<file path="src/rtl/wb_slave_regfile_if.sv">
// Wishbone classic-cycle bus bundle for wb_slave_regfile.
// The signal names follow the slave's point of view (_i driven by the master, _o by the slave).
//   master modport : drives adr/dat_i/sel/we/cyc/stb/cti/bte, receives dat_o/ack/err/rty
//   slave modport  : the reverse
interface wb_slave_regfile_if #(
   parameter int dw = 32,
   parameter int aw = 32
);
   logic [aw-1:0] wb_adr_i;
   logic [dw-1:0] wb_dat_i;
   logic [3:0]    wb_sel_i;
   logic          wb_we_i;
   logic          wb_cyc_i;
   logic          wb_stb_i;
   logic [2:0]    wb_cti_i;
   logic [1:0]    wb_bte_i;
   logic [dw-1:0] wb_dat_o;
   logic          wb_ack_o;
   logic          wb_err_o;
   logic          wb_rty_o;

   modport master (
      output wb_adr_i, wb_dat_i, wb_sel_i, wb_we_i, wb_cyc_i, wb_stb_i, wb_cti_i, wb_bte_i,
      input  wb_dat_o, wb_ack_o, wb_err_o, wb_rty_o
   );

   modport slave (
      input  wb_adr_i, wb_dat_i, wb_sel_i, wb_we_i, wb_cyc_i, wb_stb_i, wb_cti_i, wb_bte_i,
      output wb_dat_o, wb_ack_o, wb_err_o, wb_rty_o
   );
endinterface

</file>
<file path="src/rtl/wb_slave_regfile.sv">
// Wishbone classic-cycle slave holding NUM_REGS 32-bit read/write registers at BASE_ADDR.
// Single transfers only; optional wait states; error termination on bad address or empty sel.
// Ports:
//   wb_clk, wb_rst : bus clock, asynchronous active-high reset
//   bus            : Wishbone slave modport (adr, dat, sel, we, cyc, stb, cti, bte / dat_o, ack, err, rty)
//   regs_o         : all registers flat, reg k at bits k*dw +: dw
//   wr_strobe_o    : one-cycle pulse on each successful register write
//   wr_index_o     : index of the most recently written register
module wb_slave_regfile #(
   parameter int            dw          = 32,
   parameter int            aw          = 32,
   parameter int            NUM_REGS    = 16,
   parameter logic [aw-1:0] BASE_ADDR   = '0,
   parameter int            WAIT_STATES = 0
) (
   input  logic                          wb_clk,
   input  logic                          wb_rst,
   wb_slave_regfile_if.slave             bus,
   output logic [NUM_REGS*dw-1:0]        regs_o,
   output logic                          wr_strobe_o,
   output logic [$clog2(NUM_REGS)-1:0]   wr_index_o
);

   localparam int            IW   = $clog2(NUM_REGS);
   localparam logic [aw-1:0] SPAN = aw'(NUM_REGS * 4);

   typedef enum logic [1:0] {IDLE, WAIT, RESP} state_t;

   state_t        state, state_nx;
   logic [3:0]    cnt, cnt_nx;
   logic          req;
   logic          resp;

   // request captured in IDLE, used when the response is produced from WAIT
   logic [aw-1:0] adr_q;
   logic          we_q;
   logic [3:0]    sel_q;
   logic [dw-1:0] dat_q;

   // access currently being decoded: live bus in IDLE, latched copy otherwise
   logic [aw-1:0] acc_adr;
   logic          acc_we;
   logic [3:0]    acc_sel;
   logic [dw-1:0] acc_dat;
   logic [aw-1:0] off;
   logic          hit;
   logic [IW-1:0] idx;

   logic [dw-1:0] regs [NUM_REGS];
   logic [dw-1:0] dat;
   logic          ack;
   logic          err;

   logic          unused_bus;

   assign req = bus.wb_cyc_i & bus.wb_stb_i;

   // ---------------- state machine ----------------
   always_ff @(posedge wb_clk or posedge wb_rst) begin
      if (wb_rst) begin
         state <= IDLE;
         cnt   <= '0;
      end else begin
         state <= state_nx;
         cnt   <= cnt_nx;
      end
   end

   // resp marks the edge at which ack/err and any register write take effect
   always_comb begin
      state_nx = state;
      cnt_nx   = cnt;
      resp     = 1'b0;
      unique case (state)
         IDLE: begin
            if (req) begin
               if (WAIT_STATES == 0) begin
                  state_nx = RESP;
                  resp     = 1'b1;
               end else begin
                  state_nx = WAIT;
                  cnt_nx   = 4'(WAIT_STATES - 1);
               end
            end
         end
         WAIT: begin
            // a dropped cyc/stb abandons the access, even on the final wait cycle
            if (!req) begin
               state_nx = IDLE;
            end else if (cnt == '0) begin
               state_nx = RESP;
               resp     = 1'b1;
            end else begin
               cnt_nx = cnt - 4'd1;
            end
         end
         RESP:    state_nx = IDLE;
         default: state_nx = IDLE;
      endcase
   end

   // ---------------- request latch ----------------
   always_ff @(posedge wb_clk or posedge wb_rst) begin
      if (wb_rst) begin
         adr_q <= '0;
         we_q  <= 1'b0;
         sel_q <= '0;
         dat_q <= '0;
      end else if (state == IDLE && req) begin
         adr_q <= bus.wb_adr_i;
         we_q  <= bus.wb_we_i;
         sel_q <= bus.wb_sel_i;
         dat_q <= bus.wb_dat_i;
      end
   end

   // ---------------- address decode ----------------
   always_comb begin
      if (state == IDLE) begin
         acc_adr = bus.wb_adr_i;
         acc_we  = bus.wb_we_i;
         acc_sel = bus.wb_sel_i;
         acc_dat = bus.wb_dat_i;
      end else begin
         acc_adr = adr_q;
         acc_we  = we_q;
         acc_sel = sel_q;
         acc_dat = dat_q;
      end
      off = acc_adr - BASE_ADDR;
      hit = (acc_adr >= BASE_ADDR) && (off < SPAN) &&
            (acc_adr[1:0] == 2'b00) && (acc_sel != 4'b0000);
      idx = off[IW+1:2];
   end

   // ---------------- register file and response ----------------
   always_ff @(posedge wb_clk or posedge wb_rst) begin
      if (wb_rst) begin
         for (int unsigned k = 0; k < NUM_REGS; k++) regs[k] <= '0;
         dat         <= '0;
         ack         <= 1'b0;
         err         <= 1'b0;
         wr_strobe_o <= 1'b0;
         wr_index_o  <= '0;
      end else begin
         ack         <= 1'b0;
         err         <= 1'b0;
         wr_strobe_o <= 1'b0;
         if (resp) begin
            if (!hit) begin
               err <= 1'b1;
               dat <= '0;
            end else begin
               ack <= 1'b1;
               if (acc_we) begin
                  for (int unsigned b = 0; b < 4; b++) begin
                     if (acc_sel[b]) regs[idx][8*b +: 8] <= acc_dat[8*b +: 8];
                  end
                  dat         <= '0;
                  wr_strobe_o <= 1'b1;
                  wr_index_o  <= idx;
               end else begin
                  dat <= regs[idx];
               end
            end
         end
      end
   end

   always_comb begin
      for (int unsigned k = 0; k < NUM_REGS; k++) regs_o[k*dw +: dw] = regs[k];
   end

   assign bus.wb_dat_o = dat;
   assign bus.wb_ack_o = ack;
   assign bus.wb_err_o = err;
   assign bus.wb_rty_o = 1'b0;

   // cycle/burst type are accepted but every access is handled as classic
   assign unused_bus = ^{bus.wb_cti_i, bus.wb_bte_i};

endmodule
</file>
<file path="src/flat_wrapper.sv">
// flat-port wrapper written by rule: the top's interface ports become plain ports
module wb_slave_regfile_flat 
#(
   parameter int            dw          = 32,
   parameter int            aw          = 32,
   parameter int            NUM_REGS    = 16,
   parameter logic [aw-1:0] BASE_ADDR   = '0,
   parameter int            WAIT_STATES = 0
)
  (wb_clk, wb_rst, regs_o, wr_strobe_o, wr_index_o, bus_wb_adr_i, bus_wb_dat_i, bus_wb_sel_i, bus_wb_we_i, bus_wb_cyc_i, bus_wb_stb_i, bus_wb_cti_i, bus_wb_bte_i, bus_wb_dat_o, bus_wb_ack_o, bus_wb_err_o, bus_wb_rty_o);
  wb_slave_regfile_if #(.dw(dw), .aw(aw)) bus_i ();
  input  logic wb_clk;
  input  logic wb_rst;
  output logic [NUM_REGS*dw-1:0] regs_o;
  output logic wr_strobe_o;
  output logic [$clog2(NUM_REGS)-1:0] wr_index_o;
  input wire logic [$bits(bus_i.wb_adr_i)-1:0] bus_wb_adr_i;
  input wire logic [$bits(bus_i.wb_dat_i)-1:0] bus_wb_dat_i;
  input wire logic [$bits(bus_i.wb_sel_i)-1:0] bus_wb_sel_i;
  input wire logic [$bits(bus_i.wb_we_i)-1:0] bus_wb_we_i;
  input wire logic [$bits(bus_i.wb_cyc_i)-1:0] bus_wb_cyc_i;
  input wire logic [$bits(bus_i.wb_stb_i)-1:0] bus_wb_stb_i;
  input wire logic [$bits(bus_i.wb_cti_i)-1:0] bus_wb_cti_i;
  input wire logic [$bits(bus_i.wb_bte_i)-1:0] bus_wb_bte_i;
  output wire logic [$bits(bus_i.wb_dat_o)-1:0] bus_wb_dat_o;
  output wire logic [$bits(bus_i.wb_ack_o)-1:0] bus_wb_ack_o;
  output wire logic [$bits(bus_i.wb_err_o)-1:0] bus_wb_err_o;
  output wire logic [$bits(bus_i.wb_rty_o)-1:0] bus_wb_rty_o;
  assign bus_i.wb_adr_i = bus_wb_adr_i;
  assign bus_i.wb_dat_i = bus_wb_dat_i;
  assign bus_i.wb_sel_i = bus_wb_sel_i;
  assign bus_i.wb_we_i = bus_wb_we_i;
  assign bus_i.wb_cyc_i = bus_wb_cyc_i;
  assign bus_i.wb_stb_i = bus_wb_stb_i;
  assign bus_i.wb_cti_i = bus_wb_cti_i;
  assign bus_i.wb_bte_i = bus_wb_bte_i;
  assign bus_wb_dat_o = bus_i.wb_dat_o;
  assign bus_wb_ack_o = bus_i.wb_ack_o;
  assign bus_wb_err_o = bus_i.wb_err_o;
  assign bus_wb_rty_o = bus_i.wb_rty_o;
  wb_slave_regfile #(.dw(dw), .aw(aw), .NUM_REGS(NUM_REGS), .BASE_ADDR(BASE_ADDR), .WAIT_STATES(WAIT_STATES)) u_core (.wb_clk(wb_clk), .wb_rst(wb_rst), .bus(bus_i), .regs_o(regs_o), .wr_strobe_o(wr_strobe_o), .wr_index_o(wr_index_o));
endmodule
</file>
<file path="config.mk">
export PLATFORM = sky130hd
export DESIGN_NAME = wb_slave_regfile_flat
export DESIGN_NICKNAME = d
export VERILOG_FILES = /design/src/rtl/wb_slave_regfile_if.sv /design/src/rtl/wb_slave_regfile.sv /design/src/flat_wrapper.sv
export SDC_FILE = /design/constraint.sdc
export NUM_CORES = 1
export LEC_CHECK = 0
export ABC_AREA = 1
export BUFFER_PORTS_ARGS = -buffer_cell sky130_fd_sc_hd__clkbuf_2
export CAP_MARGIN = 30
export CORE_MARGIN = 4
export CORE_UTILIZATION = 56
export DETAILED_ROUTE_END_ITERATION = 10
export PLACE_DENSITY_LB_ADDON = 0.2
export SLEW_MARGIN = 20
export SYNTH_ARGS = -nofsm -noshare
export SYNTH_HDL_FRONTEND = slang
export SYNTH_SLANG_ARGS = --single-unit
</file>
<file path="constraint.sdc">
create_clock -name wb_clk -period 18.8 [get_ports wb_clk]
set_input_delay 0 -clock wb_clk [delete_from_list [all_inputs] [get_ports wb_clk]]
set_output_delay 0 -clock wb_clk [all_outputs]
set_load 0.02 [all_outputs]
</file>
Yosys cells after proc, flatten, opt, wreduce, memory -nomap -nowiden
Index checks and enable logic that the tools add are counted.

Bits in registers: 626. Latch bits: 0. Bits in writable memories: 0. ROM bits: 0. Bits of input ports: 78. Output and inout port bits: 552. Word-level logic and storage cells: 99. Memories kept: 0.

Add/sub/neg operators: 1. Multiply operators: 0. Div/mod/pow operators: 0. Order comparisons: 4. Equal/unequal tests: 3. Shift-type cells: 0. Muxes and demuxes: 49. Bitwise operators: 3. Reductions and logical operators: 12.

Operator list (count): two-way mux 512 bit (13); bitwise mux 512 bit (4); demux 32 bit (select 4 bit) (4); two-way mux 32 bit (7); binary-select mux 32 bit (select 4 bit) (1); greater-or-equal comparator 32 x 1 -> 1 bit (second input constant) (1); less-than comparator 32 x 7 -> 1 bit (second input constant) (1); two-way mux 24 bit (1); two-way mux 16 bit (1); two-way mux 1 bit (11); two-way mux 8 bit (1); two-way mux 2 bit (3); AND reduction 3 bit (2); greater-or-equal comparator 5 bit (second input constant) (1); logical AND 1 bit (5); less-than comparator 5 x 1 -> 1 bit (second input constant) (1); inverter 4 -> 5 bit (1); zero test 2 bit (2); zero test 4 bit (1); two-way mux 4 bit (1); one-hot mux 2 bit (2 select lines) (1); nonzero test 4 bit (1); subtractor 4 x 1 -> 4 bit (second input constant) (1); != test 3 bit (second input constant) (1); 6 further kinds (6).

Logic depth before layout (Yosys ltp)
Gate-level depths: netlist (run 1).

Depth after elaboration: 24. Depth in mapped cells: 16. Mapped depth without buffers: 12.

Least setup slack after synthesis (run 1)
Ideal clock, no wire load.

Kind: register to register. Start point: register u_core.state[1]. End point: register u_core.regs, in the netlist u_core.regs_o[129]. Setup time: 66 ps. Arrival: 1972 ps. Data required time: 18734 ps. Setup slack: 16762 ps. Stages on the path, launching flop included: 16. Buffers on the path: 4. Period minus slack after synthesis: 2038 ps. Cells stage by stage: dfrtp_1 buf_4 inv_4 nand2_1 nand2_2 nor2_1 nand2_1 nand2_1 nor2_1 nand3_2 nor2_4 buf_6 buf_8 buf_4 nand4_1 nand2_1.

Cells in the longest elaborated chain, start to end: 24. Elaborated cells between the ends (all ways): 41. Those cells by class: 4 x order compare; 1 x eq/ne; 27 x mux; 1 x bitwise; 8 x reduce/logical.

Ends and longest elaborated chain: start, declared (line wb_slave_regfile.sv:29) `state_t state, state_nx;`; start signal, assigned (line wb_slave_regfile.sv:64) `state <= state_nx;`; zero test 2 bit (line wb_slave_regfile.sv:74, wb_slave_regfile.sv:119); two-way mux 32 bit (line wb_slave_regfile.sv:119) `if (state == IDLE) begin`; inverter 4 -> 5 bit (not written as such) (line wb_slave_regfile.sv:157) `if (acc_sel[b]) regs[idx][8*b +: 8] <= acc_dat[8*b +: 8];`; greater-or-equal comparator 5 bit (not written as such) or less-than comparator 5 x 1 -> 1 bit (tied branches) (line wb_slave_regfile.sv:157); logical AND 1 bit (not written as such) (line wb_slave_regfile.sv:157); two-way mux 8 bit (not written as such) (line wb_slave_regfile.sv:157); demux 32 bit (select 4 bit) (line wb_slave_regfile.sv:157); bitwise mux 512 bit (line wb_slave_regfile.sv:157); [8 not listed]; two-way mux 512 bit (line wb_slave_regfile.sv:149) `if (resp) begin`; bitwise mux 512 bit (line wb_slave_regfile.sv:157); two-way mux 512 bit (line wb_slave_regfile.sv:157); two-way mux 512 bit (line wb_slave_regfile.sv:155) `if (acc_we) begin`; two-way mux 512 bit (line wb_slave_regfile.sv:150) `if (!hit) begin`; two-way mux 512 bit (line wb_slave_regfile.sv:149); bitwise mux 512 bit (line wb_slave_regfile.sv:157); two-way mux 512 bit (line wb_slave_regfile.sv:157); end signal, assigned by index (line wb_slave_regfile.sv:157); end, declared (line wb_slave_regfile.sv:49) `logic [dw-1:0] regs [NUM_REGS];`.

Several ways; a longest one is shown, not always the timed one. The select of a mux whose other input is x is not followed. A chain may end at the register's enable or synchronous reset.

Worst setup path in the final report (run 1)
Start point: register u_core.state[1]. End point: register u_core.regs, in the netlist u_core.regs_o[22].

Cells in the longest elaborated chain, start to end: 21. Elaborated cells between the ends (all ways): 41. Those cells by class: 4 x order compare; 1 x eq/ne; 27 x mux; 1 x bitwise; 8 x reduce/logical.

Ends and longest elaborated chain (line): zero test 2 bit (wb_slave_regfile.sv:74, wb_slave_regfile.sv:119); two-way mux 32 bit (wb_slave_regfile.sv:119); inverter 4 -> 5 bit (not written as such) (wb_slave_regfile.sv:157); demux 32 bit (select 4 bit) (wb_slave_regfile.sv:157); bitwise mux 512 bit (wb_slave_regfile.sv:157); two-way mux 512 bit (wb_slave_regfile.sv:157); two-way mux 512 bit (wb_slave_regfile.sv:155); two-way mux 512 bit (wb_slave_regfile.sv:150); [5 not listed]; two-way mux 512 bit (wb_slave_regfile.sv:149); bitwise mux 512 bit (wb_slave_regfile.sv:157); two-way mux 512 bit (wb_slave_regfile.sv:157); two-way mux 512 bit (wb_slave_regfile.sv:155); two-way mux 512 bit (wb_slave_regfile.sv:150); two-way mux 512 bit (wb_slave_regfile.sv:149); bitwise mux 512 bit (wb_slave_regfile.sv:157); two-way mux 512 bit (wb_slave_regfile.sv:157).

Several ways; a longest one is shown, not always the timed one. The select of a mux whose other input is x is not followed.

==> flow_metrics.env, run 1 <==
export IMPL_synth_seq_cells=621
export IMPL_fillers=4555
export IMPL_crit_fanout=240
export IMPL_yosysUniqueCellTypes=30
export IMPL_cts_max_level=3
export IMPL_reg2reg_depth=15
export IMPL_finish_utilization_pct=68.71
export IMPL_max_slew_margin_pct=19.69
export IMPL_cp_end_kind="flop"
export IMPL_min_to="u_core.adr_q[31]"
export IMPL_cts_tree="done"
export IMPL_cellPowerDensity_nw_per_um2=86.04
export IMPL_synthMuxAreaShare_pct=0
export IMPL_crit_chain="buf_4 > nand2_1 > nand2_4 > nor2_1 > nand2_1 > nand2_1 > nor2_1 > nand3_2 > buf_4 > nor2_4 > buf_12 > buf_4 > nand3_1 > nand2_1 > nand2_1"
export IMPL_min_path_cells=4
export IMPL_hold_violations=0
export IMPL_fp_dieW_um=243.0
export IMPL_yosys_area_share_xor_xnor_pct=0
export IMPL_rows=85
export IMPL_io_pins=630
export IMPL_hold_path_class="in -> reg"
export IMPL_crit_path_frequent_cell="nand2_1"
export IMPL_syn_to_final_growth_pct=20.55
export IMPL_initial_core_util_pct=57.00
export IMPL_port_buffers=623
export IMPL_syn_area_um2=30920
export IMPL_ant_nets=0
export IMPL_dp_hpwl_um=81920
export IMPL_final_area_um2=37270
export IMPL_clk_pin_slew_worst_paths_ns=0.06
export IMPL_grt_antenna_before_repair=1
export IMPL_route_detailed_drc=0
export IMPL_vias_per_cell=6.033
export IMPL_status="finished clean"
export IMPL_layout_drive_gt1_share_pct=19.50
export IMPL_numCtsBuffers=69
export IMPL_yosysSeqAreaShare_pct=50.27
export IMPL_drt_total_wl_um=121900
export IMPL_worst_endpoint_arrival_ns=6.82
export IMPL_skew_ns=0.01955
export IMPL_grt_usage_pct=40.27
export IMPL_dr_pass1_iters=5
export IMPL_regToRegSetupSlack_ns=12.46
export IMPL_vdd_drop_max_uv=86.45
export IMPL_fin_setup_tns_ns=0
export IMPL_clockBufferDepth=3
export IMPL_finalMaxSlewViolations=0
export IMPL_worstReg2RegStart="u_core.state[1]"
export IMPL_critPathTopFamily="simple AND/OR/NAND/NOR gates"
export IMPL_p_leak_nw=21.61
export IMPL_synth_area_per_cell_um2=7.502
export IMPL_rsz0062_at_grt="false"
export IMPL_finalCritPeriodShare_pct=33.70
export IMPL_cts_root_buf="clkbuf_16"
export IMPL_die_h_um=243.0
export IMPL_path_class="reg -> reg"
export IMPL_setup_violations=0
export IMPL_synth_simple_area_share_pct=41.69
export IMPL_crit_required_ns=19.28
export IMPL_clock_fmax_mhz=157.8
export IMPL_synthAdderAreaFrac_pct=0
export IMPL_synth_compound_area_share_pct=2.189
export IMPL_cpPeakStageDelay_ns=0.84
export IMPL_nNetsFinal=4734
export IMPL_crit_slowest_cell="buf_4"
export IMPL_power_total_mw=3.206
export IMPL_first_global_vias=30390
export IMPL_clk_latency_ns=0.60
export IMPL_fin_crit_ns=6.336
export IMPL_clock_sinks=621
export IMPL_yosysWarnings=0
export IMPL_maxCapViolCount=0
export IMPL_critPathBufInv=4
export IMPL_first_iter_violations=3713
export IMPL_grt_first_pass_wirelength_um=185500
export IMPL_gr_total_overflow=0
export IMPL_wl_per_cell_um=22.55
export IMPL_dieArea_um2=59030
export IMPL_post_dp_cell_area_um2=34130
export IMPL_vias=32600
export IMPL_coreArea_um2=54240
export IMPL_synth_top_family_by_area="simple AND/OR/NAND/NOR gates"
export IMPL_grt_max_degree=241
export IMPL_critPathLaunchType="flop"
export IMPL_syn_inst=4121
export IMPL_hp_start="bus_wb_adr_i[31]"
export IMPL_gp_congestion=0.9217
export IMPL_tightest_slew_ns=1.205
export IMPL_r2r_end="u_core.regs_o[22]"
export IMPL_synth_nets=4199
-- per-layer routing --
layer  vias to the layer above  part of all wire [%]  global-route usage (%)
li1                      14520                     -                       -
met1                     15530                    36                   51.83
met2                      2061                    45                   62.79
met3                       488                    11                   9.480
met4                         0                   7.4                   23.27
met5                         -                     0                       0
-- cell families after synthesis --
kind of cell	count (synthesis)
simple gates	2977
flops	621
buf+inv	394
compound gates	128
other cells	1
-- synth_stat cells, drive strengths merged --
master,number,area share (%)
clkbuf,178,2.2
nor2,734,9.1
o21a,4,0.097
conb,1,0.012
buf,126,2.6
o21ai,90,1.5
nand4,521,11
or2,74,1.5
nand2,1539,19
nand3b,2,0.049
nand3,106,1.7
a21oi,34,0.56
inv,90,1.1
dfrtp,621,50
nor3,1,0.016
-- tightest hold or removal path, stage by stage --
cell and delay [ns]:
dlygate4sd3_1 0.52, clkbuf_2 0.11, nand2_1 0.05, nand2_1 0.05
-- power breakdown --
part	internal (mW)	leakage [nW]	switching [mW]	total [mW]
logic	0.110	11.9	0.320	0.430
clock network	0.849	1.15	0.556	1.40
registers	1.36	8.57	0.0121	1.37
-- layout by cell type (no fill, tap or decap), types with 33 or more instances in the layout --
master and count:
or2_2 73, nor2_1 715, nand3_1 104, inv_1 86, dlygate4sd3_1 70, dfrtp_1 620
clkbuf_2 623, o21ai_0 51, nand4_1 521, a21oi_1 33, clkbuf_16 73, buf_4 67
nand2_1 1532
-- layout make-up --
cell class                 instances  area, um2  area share, %
sequential                       621      15540          41.70
multi-input combinational       3106      13660          36.65
timing repair buffer             768       4514          12.11
clock buffer                     111       2150          5.768
tap                              696      870.8          2.337
inverter                          90      350.3         0.9400
clock inverter                    11      180.2         0.4834
antenna                            1      2.502       0.006715
-- timing repair --
| item | 4_1_cts | 5_1_grt |
|---|---|---|
| hold buffers | 70 | 0 |
| buffers inserted | 0 | 0 |
| endpoints found under the hold margin | 287 | 0 |
| resized for setup | 0 | 0 |
-- flip-flops by register name (all words and copies together) (netlist names) --
| signal | cells |
|---|---|
| u_core.dat_q | 32 |
| u_core.regs_o | 512 |
| u_core.sel_q | 4 |
| u_core.adr_q | 32 |
| u_core.wr_index_o | 4 |
| u_core.state | 1 |
| u_core.wr_strobe_o | 1 |
| u_core.bus.wb_dat_o | 32 |
| u_core.we_q | 1 |
| u_core.bus.wb_ack_o | 1 |
| u_core.bus.wb_err_o | 1 |
-- metrics by stage --
step,hold WS (ns),std cells,setup WS (ns)
global placement,0.2104,5204,12.73
global route,0.1917,5404,12.19
CTS,0.1335,5399,12.83
floorplan,0.1096,4121,1.410
detailed placement,0.2204,5207,12.78
finish,0.1464,5404,12.46
-- worst max path at each step --
stage	start	endpoint	slack (ns)	cells past startpoint
finish	u_core.state[1]	u_core.regs_o[22]	12.46	15
global route	u_core.state[1]	u_core.regs_o[18]	12.19	15
CTS	u_core.state[1]	u_core.regs_o[22]	12.83	15
detailed placement	u_core.state[1]	u_core.regs_o[22]	12.78	15
global placement	u_core.state[1]	u_core.regs_o[23]	12.73	11
floorplan	wb_rst	u_core.adr_q[0]	1.41	1
Note: power is estimated with default switching activity, not from simulation.
==> run 2: changes to the inputs <==
--- a/config.mk
+++ b/config.mk
@@ -5,11 +5,11 @@
 export SDC_FILE = /design/constraint.sdc
 export NUM_CORES = 1
 export LEC_CHECK = 0
-export ABC_AREA = 1
+export ABC_AREA = 0
 export BUFFER_PORTS_ARGS = -buffer_cell sky130_fd_sc_hd__clkbuf_2
 export CAP_MARGIN = 30
 export CORE_MARGIN = 4
-export CORE_UTILIZATION = 56
+export CORE_UTILIZATION = 50
 export DETAILED_ROUTE_END_ITERATION = 10
 export PLACE_DENSITY_LB_ADDON = 0.2
 export SLEW_MARGIN = 20
==> constraint.sdc (replaced) <==
create_clock -name wb_clk -period 5.19 [get_ports wb_clk]
set_input_delay 0 -clock wb_clk [delete_from_list [all_inputs] [get_ports wb_clk]]
set_output_delay 0 -clock wb_clk [all_outputs]
set_load 0.02 [all_outputs]
==> run 2 against run 1 <==
Utilization shrank 5.8 points. Non-clock buffer count shrank 26. Sequential share of layout area grew 1.1 points. Register-to-register slack lost 11 ns. Sequential power grew to 3.6 times the previous value. Count of clock-buffer cells in the layout shrank 13. Design area shrank 2.6%. Hold slack lost 0.032 ns. Highest routed layer is now met5. Maximum frequency grew 55%. Die area grew 5.5%. Cell count shrank 32%. Critical endpoint is now u_core.regs_o[211].
==> flow_metrics.env, run 2 <==
export IMPL_reg2reg_depth=8
export IMPL_max_slew_margin_pct=28.74
export IMPL_regToRegSetupSlack_ns=1.10
export IMPL_rsz0062_at_grt="false"
export IMPL_worst_endpoint_arrival_ns=4.58
export IMPL_netlist_area_leader_share_pct=53.17
export IMPL_clockBufferDepth=3
export IMPL_grt_usage_pct=31.41
export IMPL_dp_hpwl_um=68440
export IMPL_numCtsBuffers=68
export IMPL_skew_ns=0.02342
export IMPL_p_clk_share_pct=45.8
export IMPL_yosysWarnings=0
export IMPL_ys_flop_type="dfrtp_1"
export IMPL_p_sw_share_pct=25.11
export IMPL_nNetsFinal=2931
export IMPL_netlist_top_cells_area="dfrtp_1 53%, mux2_2 21%, nand2_1 4.8%"
export IMPL_yosysUniqueCellTypes=39
export IMPL_fin_crit_ns=4.090
export IMPL_fillers=4490
export IMPL_clk_latency_ns=0.61
export IMPL_syn_area_um2=29180
export IMPL_layout_drive_gt1_share_pct=50.77
export IMPL_first_iter_violations=1692
export IMPL_grt_antenna_before_repair=1
export IMPL_clk_pin_slew_worst_paths_ns=0.06
export IMPL_yosysSeqAreaShare_pct=53.17
export IMPL_wl_per_cell_um=27.22
export IMPL_largest_reg_flops=512
export IMPL_synth_nets=2257
export IMPL_cts_root_buf="clkbuf_16"
export IMPL_clock_fmax_mhz=244.5
export IMPL_dieArea_um2=62290
export IMPL_async_flop_share_pct=100.0
export IMPL_initial_core_util_pct=50.58
export IMPL_finalCritPeriodShare_pct=78.80
export IMPL_grt_first_pass_wirelength_um=148800
export IMPL_holdWs_ns=0.1142
export IMPL_power_frac_comb_pct=8.9
export IMPL_seq_area_um2=15520
export IMPL_vias_per_cell=5.887
export IMPL_maxCapViolCount=0
export IMPL_crit_fanout=29
export IMPL_finish_utilization_pct=62.90
export IMPL_hold_violations=0
export IMPL_finalMaxSlewViolations=0
export IMPL_synth_edf_count=0
export IMPL_path_class="reg -> reg"
export IMPL_synth_most_common_cell="dfrtp_1"
export IMPL_vias=21610
export IMPL_syn_inst=2179
export IMPL_cts_tree="done"
export IMPL_cts_resized=0
export IMPL_vdd_drop_max_uv=266.7
export IMPL_diodes=0
export IMPL_gr_total_overflow=0
export IMPL_synth_seq_cells=620
export IMPL_final_common_cell="clkbuf_2"
export IMPL_synth_area_per_cell_um2=13.39
export IMPL_critPathLaunchType="flop"
export IMPL_r2r_end="u_core.regs_o[211]"
export IMPL_cp_end_kind="flop"
export IMPL_ant_nets=0
export IMPL_syn_to_final_growth_pct=24.36
export IMPL_tightest_slew_ns=1.061
export IMPL_first_global_vias=22460
export IMPL_worstReg2RegStart="u_core.state[1]"
export IMPL_dr_pass1_iters=5
export IMPL_cts_max_level=3
export IMPL_status="finished clean"
export IMPL_switching_power_mw=2.755
export IMPL_grt_max_degree=172
export IMPL_clock_sinks=620
export IMPL_multi_input_area_um2=13150
export IMPL_setup_violations=0
export IMPL_drt_total_wl_um=99910
export IMPL_cellPowerDensity_nw_per_um2=302.3
export IMPL_hold_path_class="in -> async"
export IMPL_gp_congestion=0.8579
export IMPL_p_seq_share_pct=45.3
export IMPL_fp_dieW_um=249.6
export IMPL_crit_required_ns=5.69
export IMPL_layout_common_cells="623 x clkbuf_2, 619 x dfrtp_1, 552 x mux2_2, 373 x nand2_1, 102 x mux2i_1"
export IMPL_route_detailed_drc=0
export IMPL_io_pins=630
export IMPL_p_leak_nw=18.92
export IMPL_rows=88
export IMPL_die_h_um=249.6
export IMPL_port_buffers=623
export IMPL_fin_setup_tns_ns=0
export IMPL_yosysTopAreaCell="dfrtp_1"
export IMPL_ys_top_cells_by_count="620 x dfrtp_1, 554 x mux2_2, 373 x nand2_1, 104 x mux2i_1, 93 x clkbuf_1"
export IMPL_coreArea_um2=57700
export IMPL_p_int_mw=8.215
-- run 2: cell types whose count changed in the layout (fill, tap and decap cells not counted), moves of 31 or more --
cell	delta
nor4_4	+64
buf_4	-36
o22a_1	+31
nand2_1	-1159
mux2_2	+552
inv_1	-84
o31ai_1	+33
nand4_1	-520
or2_2	-73
nand3_1	-31
mux2i_1	+102
nor2_1	-706
mux4_2	+62
-- run 2: logic make-up after synthesis --
kind of cell,after synthesis,synth area share [%]
mux,724,29.92
buf+inv,142,2.204
other cells,1,0.01285
compound gates,144,3.250
simple gates,548,11.45
flops,620,53.17
-- run 2: area by class of cell --
type                            instances  area share [%]
Sequential cell                       620           42.76
Multi-Input combinational cell       1417           36.22
Timing Repair Buffer                  742           11.96
Clock buffer                           98           5.448
Tap cell                              765           2.638
Clock inverter                         24          0.9137
Inverter                                4         0.05516
-- run 2: power groups by stage --
stage          sequential [mW]  clock (mW)  combinational, mW
5_1_grt                   4.98        5.31               1.05
4_1_cts                   4.97        5.10              0.968
3_3_place_gp              5.05           0              0.896
2_1_floorplan             5.04           0              0.615
6_report                  4.97        5.02              0.971
3_5_place_dp              5.06           0              0.915
-- run 2: per-layer routing --
metal	wire (um)	global-route usage, %
met2	48270	51.47
met4	3637	10.66
met3	7466	7.545
met1	40520	41.49
met5	8	0
-- run 2: how the worst max path moves through the flow --
| stage | start | cells after the start | slack (ns) | end |
|---|---|---|---|---|
| final | u_core.state[1] | 8 | 1.10 | u_core.regs_o[211] |
| after CTS | u_core.state[1] | 8 | 1.12 | u_core.regs_o[211] |
| after global routing | u_core.state[1] | 8 | 1.01 | u_core.regs_o[213] |
| after detailed placement | u_core.state[1] | 8 | 1.10 | u_core.regs_o[211] |
| after global placement | u_core.state[1] | 8 | 1.19 | u_core.regs_o[115] |
| after floorplan | wb_rst | 1 | -3.27 | u_core.adr_q[0] |
-- run 2: timing repair --
action	in CTS	in global routing
endpoints found under the hold margin	187	0
hold buffers	72	0
buffers inserted	0	0
-- run 2: worst max-delay path, stage by stage, from the launching register on --
cell and delay (ns):
dfrtp_4 0.81, buf_4 0.39, mux2_2 0.27, nor4_1 0.07, buf_4 0.16, a211o_4 0.50
buf_4 0.35, nor4_4 0.94, mux2_2 0.43
-- run 2: through the flow --
step	power [mW]	worst slack [ns]	cells	cell area [um2]
floorplan	5.659	-3.273	2179	29190
global placement	5.947	1.186	3465	33130
detailed placement	5.974	1.098	3473	33220
CTS	11.04	1.122	3667	36250
global route	11.33	1.014	3670	36290
finish	10.97	1.100	3670	36290
